## config.mk

```make
export PLATFORM = sky130hd
export DESIGN_NAME = instr_encoder
export DESIGN_NICKNAME = d
export VERILOG_FILES = /design/src/rtl/instr_encoder.sv
export SDC_FILE = /design/constraint.sdc
export NUM_CORES = 1
export LEC_CHECK = 0
export BUFFER_PORTS_ARGS = -buffer_cell sky130_fd_sc_hd__buf_2
export CORE_MARGIN = 10
export CORE_UTILIZATION = 30
export CTS_BUF_LIST = sky130_fd_sc_hd__clkbuf_2 sky130_fd_sc_hd__clkbuf_4 sky130_fd_sc_hd__clkbuf_8
export CTS_CLUSTER_SIZE = 20
export DETAILED_ROUTE_END_ITERATION = 16
export GPL_TIMING_DRIVEN = 0
export HOLD_SLACK_MARGIN = 0.12
export PLACE_DENSITY = 0.61
export SLEW_MARGIN = 20
export SYNTH_ARGS = -nofsm -noshare
export SYNTH_HDL_FRONTEND = slang
export SYNTH_SLANG_ARGS = --single-unit
```

## constraint.sdc

```tcl
create_clock -name clk -period 6.7 [get_ports clk]
set_input_delay 0.67 -clock clk [delete_from_list [all_inputs] [get_ports clk]]
set_output_delay 0.67 -clock clk [all_outputs]
set_load 0.02 [all_outputs]
```

## src/rtl/instr_encoder.sv

```systemverilog
// instr_encoder: assembles 12-bit baseline MCU instructions and writes them to program memory.
// Optional readback verification of each written word is enabled by defining ENC_VERIFY_EN.
module instr_encoder #(
    parameter int ADDR_W = 9
) (
    input  logic              clk,
    input  logic              rst,
    input  logic              start,
    input  logic [ADDR_W-1:0] base_addr,
    input  logic              in_valid,
    output logic              in_ready,
    input  logic [5:0]        op_sel,
    input  logic [4:0]        f,
    input  logic              d,
    input  logic [2:0]        bbb,
    input  logic [7:0]        k,
    input  logic [8:0]        longk,
    output logic              pm_we,
    output logic [ADDR_W-1:0] pm_addr,
    output logic [11:0]       pm_wdata,
    input  logic [11:0]       pm_rdata,
    output logic [ADDR_W:0]   word_count,
    output logic              err_illegal,
    output logic              wrapped,
    output logic              verify_err
);
    localparam logic [1:0] IDLE = 2'd0, ENCODE = 2'd1, WRITE = 2'd2;
`ifdef ENC_VERIFY_EN
    localparam logic [1:0] VERIFY = 2'd3;
`endif
    logic [1:0]  st;
    logic [5:0]  o;
    logic [4:0]  fr;
    logic        dr;
    logic [2:0]  br;
    logic [7:0]  kr;
    logic [8:0]  lr;
    logic [11:0] w;
    logic        ill;
    assign in_ready = st == IDLE;
    // A start pulse during WRITE drops the word combinationally in that same cycle.
    assign pm_we = st == WRITE && !start;
    always_comb begin
        w = 12'h000;
        ill = 1'b0;
        if (o == 6'd1) w = {7'b0000001, fr};
        else if (o == 6'd2) w = 12'h040;
        else if (o == 6'd3) w = {7'b0000011, fr};
        else if (o >= 6'd4 && o <= 6'd17) w = {o - 6'd2, dr, fr};
        else if (o >= 6'd18 && o <= 6'd21) w = {2'b01, 2'(o - 6'd18), br, fr};
        else if (o == 6'd22) w = 12'h002;
        else if (o == 6'd23) w = 12'h003;
        else if (o == 6'd24) w = 12'h004;
        else if (o == 6'd25) begin
            w = {9'b0, fr[2:0]};
            ill = fr[2:0] != 3'd5 && fr[2:0] != 3'd6;
        end
        else if (o == 6'd26 || o == 6'd27) w = {3'b100, 1'(o - 6'd26), kr};
        else if (o == 6'd28) w = {3'b101, lr};
        else if (o >= 6'd29 && o <= 6'd32) w = {2'b11, 2'(o - 6'd29), kr};
        else if (o != 6'd0) ill = 1'b1;
    end
`ifdef ENC_VERIFY_EN
    localparam logic [1:0] LAST = VERIFY;
`else
    localparam logic [1:0] LAST = WRITE;
    logic unused_rdata;
    assign unused_rdata = ^pm_rdata;
    assign verify_err = 1'b0;
`endif
    always_ff @(posedge clk) begin
        if (rst || start) begin
            st <= IDLE;
            pm_addr <= rst ? '0 : base_addr;
            word_count <= '0;
            err_illegal <= 1'b0;
            wrapped <= 1'b0;
`ifdef ENC_VERIFY_EN
            verify_err <= 1'b0;
`endif
            if (rst) begin
                pm_wdata <= 12'h000;
                o <= '0;
                fr <= '0;
                dr <= 1'b0;
                br <= '0;
                kr <= '0;
                lr <= '0;
            end
        end else begin
            case (st)
                IDLE: if (in_valid) begin
                    o <= op_sel;
                    fr <= f;
                    dr <= d;
                    br <= bbb;
                    kr <= k;
                    lr <= longk;
                    st <= ENCODE;
                end
                ENCODE: begin
                    if (ill) err_illegal <= 1'b1;
                    else pm_wdata <= w;
                    st <= ill ? IDLE : WRITE;
                end
`ifdef ENC_VERIFY_EN
                WRITE: st <= VERIFY;
`endif
                LAST: begin
`ifdef ENC_VERIFY_EN
                    if (pm_rdata != pm_wdata) verify_err <= 1'b1;
`endif
                    pm_addr <= pm_addr + ADDR_W'(1);
                    word_count <= word_count + {{ADDR_W{1'b0}}, !word_count[ADDR_W]};
                    if (&pm_addr) wrapped <= 1'b1;
                    st <= IDLE;
                end
                default: st <= IDLE;
            endcase
        end
    end
endmodule

```

==> impl_metrics.ini <==
[critical_path]
critical_path.max_stage_delay_ns = 0.64
cp.required_ns = 6.67
critPathArrivalTime_ns = 2.89
critPathKind = reg2reg
path_cells = inv_1, ha_1, inv_1, nor3_1, nor4_4, o31ai_4
crit_path_top_delay_cell = o31ai_4
critPathMaxFanout = 12
path_common_cell = inv_1
end_kind = flop
crit_path_start_kind = flop

[detailed_routing]
vias = 2861
ant_nets = 0
vias_per_cell = 4.71
wl_per_cell_um = 16.2
totalWireLength_um = 9870
drtPass1Iterations = 4
drt_iter0_drc = 214
drcViolationCount = 0

[logic_synthesis]
yosysWarnings = 0
synth_flop_cell = edfxtp_1
synthAdderAreaFrac_pct = 3.04
synth_top_family_by_area = simple AND/OR/NAND/NOR gates
seq_area_frac_synth_pct = 50.5
synth_edf_count = 53
synth_compound_area_share_pct = 13.9
syn_area_per_cell_um2 = 10.7
async_flop_share_pct = 0
synthSimpleGateAreaFrac_pct = 23.0
syn-num-nets = 411
synth_seq_cells = 67
syn_inst = 345
synth_xor_area_share_pct = 4.25
synth_area_mm2 = 0.00371
synth.distinct_cells = 68
muxShareOfSynthArea_pct = 1.18

[final_layout]
diodes = 0
fin_nets = 501
fillers = 1231
layout-area-overhead-vs-synth_pct = 23.5
drive_above_1_share_pct = 28.2

[pwr]
seqPwrFrac_pct = 47.7
peakVddDrop_v = 0.0000905
clockPowerShare_pct = 36.1
leakage_nw = 1.83
internal-power_w = 0.000749
switching_power_w = 0.000280
cellPowerDensity_mw_per_mm2 = 225
p_sw_share_pct = 27.2
power_frac_comb_pct = 16.2

[global_route]
grt_overflow_total = 0
grt_pass1_wl_um = 16000
grt_max_degree = 22
gr-usage-all-layers_pct = 11.4
grt_pass1_vias = 2898
antenna_found_initial = 0

[floorplan]
ios = 93
rows = 40
dieArea_mm2 = 0.0172
die-width_um = 131
start_util_pct = 30.7
core_mm2 = 0.0121
die_h_um = 131

[clocking]
cts_made_buffers = 9
post_cts_resized = 0
cts_tree = yes
clkTransAtPathRegs_ns = 0.07
cts_root_buf = clkbuf_8
insertion_delay_ns = 0.35
htreeDepth = 3
clockBufferDepth = 2
ctsHoldBuffers = 0
clkSinkCount = 67
post_cts_buffers = 0

[timing]
final.min_clock_period_ns = 2.92
skew_ns = 0.00944
fin_crit_sh_pct = 43.6
tightest_slew_ns = 0.745
slew-limit-headroom_pct = 50.3
fin_ws_ns = 3.78
setup_tns_ns = 0
slew_violations = 0
fmax_mhz = 343
grt_setup_unrepaired = false
hold_viol = 0
setup_violations = 0

[placement]
post-dp-hpwl_um = 7530
dpl_worst_slack_ns = 3.77
gp_congestion = 0.912
portBuffers = 78

[run]
maxCapViolCount = 0

[status]
status = complete, no violations

[hold_path]
worstHoldPathType = reg2reg
==> layer usage <==
| metal | part of all wire [%] | GRT usage [%] | routed length (µm) | up-vias |
|---|---|---|---|---|
| met5 | 0 | 0 | 0 | - |
| met4 | 1.7 | 4.31 | 168 | 0 |
| met3 | 5.4 | 3.43 | 534 | 13 |
| met2 | 47 | 18.1 | 4650 | 78 |
| met1 | 46 | 14.3 | 4510 | 1336 |
| li1 | - | - | - | 1434 |
==> final timing paths <==
| path | start | to | slack [ns] | cells past startpoint |
|---|---|---|---|---|
| min reg2reg | err_illegal$_SDFFE_PN0P_ | err_illegal$_SDFFE_PN0P_ | 0.47 | 1 |
| min | err_illegal$_SDFFE_PN0P_ | err_illegal$_SDFFE_PN0P_ | 0.47 | 1 |
| max reg2reg | o[1]$_SDFFCE_PN0P_ | pm_wdata[3]$_SDFFCE_PN0P_ | 3.78 | 6 |
| max | o[1]$_SDFFCE_PN0P_ | pm_wdata[3]$_SDFFCE_PN0P_ | 3.78 | 6 |
==> final cells by class <==
| class | instances | area, µm² | share of cell area [%] |
|---|---|---|---|
| Buffer | 18 | 98.8 | 2.16 |
| Multi-Input combinational cell | 247 | 1710 | 37.4 |
| Timing Repair Buffer | 79 | 418 | 9.13 |
| Tap cell | 168 | 210 | 4.59 |
| Clock inverter | 7 | 92.6 | 2.02 |
| Sequential cell | 67 | 1870 | 40.9 |
| Clock buffer | 9 | 124 | 2.71 |
| Inverter | 13 | 48.8 | 1.07 |
==> stage by stage <==
stage / utilization, % / area (µm²) / hold WS [ns] / total power (W) / cells
finish: 37.9 / 4580 / 0.472 / 0.00103 / 608
CTS: 37.9 / 4580 / 0.474 / 0.00104 / 608
detailed placement: 36.2 / 4360 / 0.456 / 0.000667 / 592
floorplan: - / 3710 / 0.508 / 0.000609 / 345
global route: 37.9 / 4580 / 0.483 / 0.00108 / 608
global placement: 35.7 / 4310 / 0.449 / 0.000662 / 591
==> sequential cells by signal (all words and copies together) (netlist names) <==
name	flops
fr	5
dr	1
pm_addr	9
o	6
word_count	10
err_illegal	1
lr	9
br	3
st	2
kr	8
pm_wdata	12
wrapped	1
==> power groups by stage <==
stage	Sequential (W)	Combinational [W]	Clock, W
floorplan	0.000512	0.0000978	0
global placement	0.000502	0.000160	0
detailed placement	0.000501	0.000166	0
CTS	0.000491	0.000167	0.000384
global route	0.000495	0.000183	0.000400
finish	0.000491	0.000166	0.000371
==> cell usage in the layout (no fill, tap or decap), types with 3 or more instances in the layout <==
master / n
a21oi_1: 14
edfxtp_1: 53
a32oi_1: 4
ha_1: 9
nor2_1: 35
and3_1: 4
o21ai_0: 4
xor2_1: 13
nor3_1: 6
and2_1: 34
mux2i_1: 3
xnor2_1: 5
clkbuf_8: 9
inv_1: 12
nand2b_1: 7
a211oi_2: 3
a31oi_1: 3
nand2_1: 27
a221oi_1: 4
nand3_1: 10
clkbuf_1: 7
nand4_1: 4
buf_4: 5
o211a_1: 3
dfxtp_1: 14
buf_2: 81
o21ai_1: 5
==> critical path: cells and delay by family (launching register included) <==
family	cells	cell delay, ns
flops	1	0.50
fa+ha+maj	1	0.34
simple gates	2	0.76
compound gates	1	0.64
buf+inv	2	0.32
==> synthesized netlist by cell type (6+ instances only) <==
master	instances	area share (%)
and2_1	34	5.7
a21oi_1	14	1.9
nor2_1	35	3.5
xor2_1	13	3.1
nor3_1	6	0.81
inv_1	12	1.2
ha_1	9	3.0
nand2_1	27	2.7
nand2b_1	7	1.2
clkbuf_1	7	0.71
nand3_1	10	1.4
dfxtp_1	14	7.6
edfxtp_1	53	43
==> logic make-up (layout without fill, tap and decap cells) <==
logic type,count (synthesis),after routing
and+or+nand+nor,149,149
DFF,67,67
AOI/OAI and AO/OA,66,66
buffers and inverters,31,126
xor gates and xnor gates,18,18
adders and majority gates,9,9
muxes,4,4
other,1,1
(Power assumes the default switching activity.)
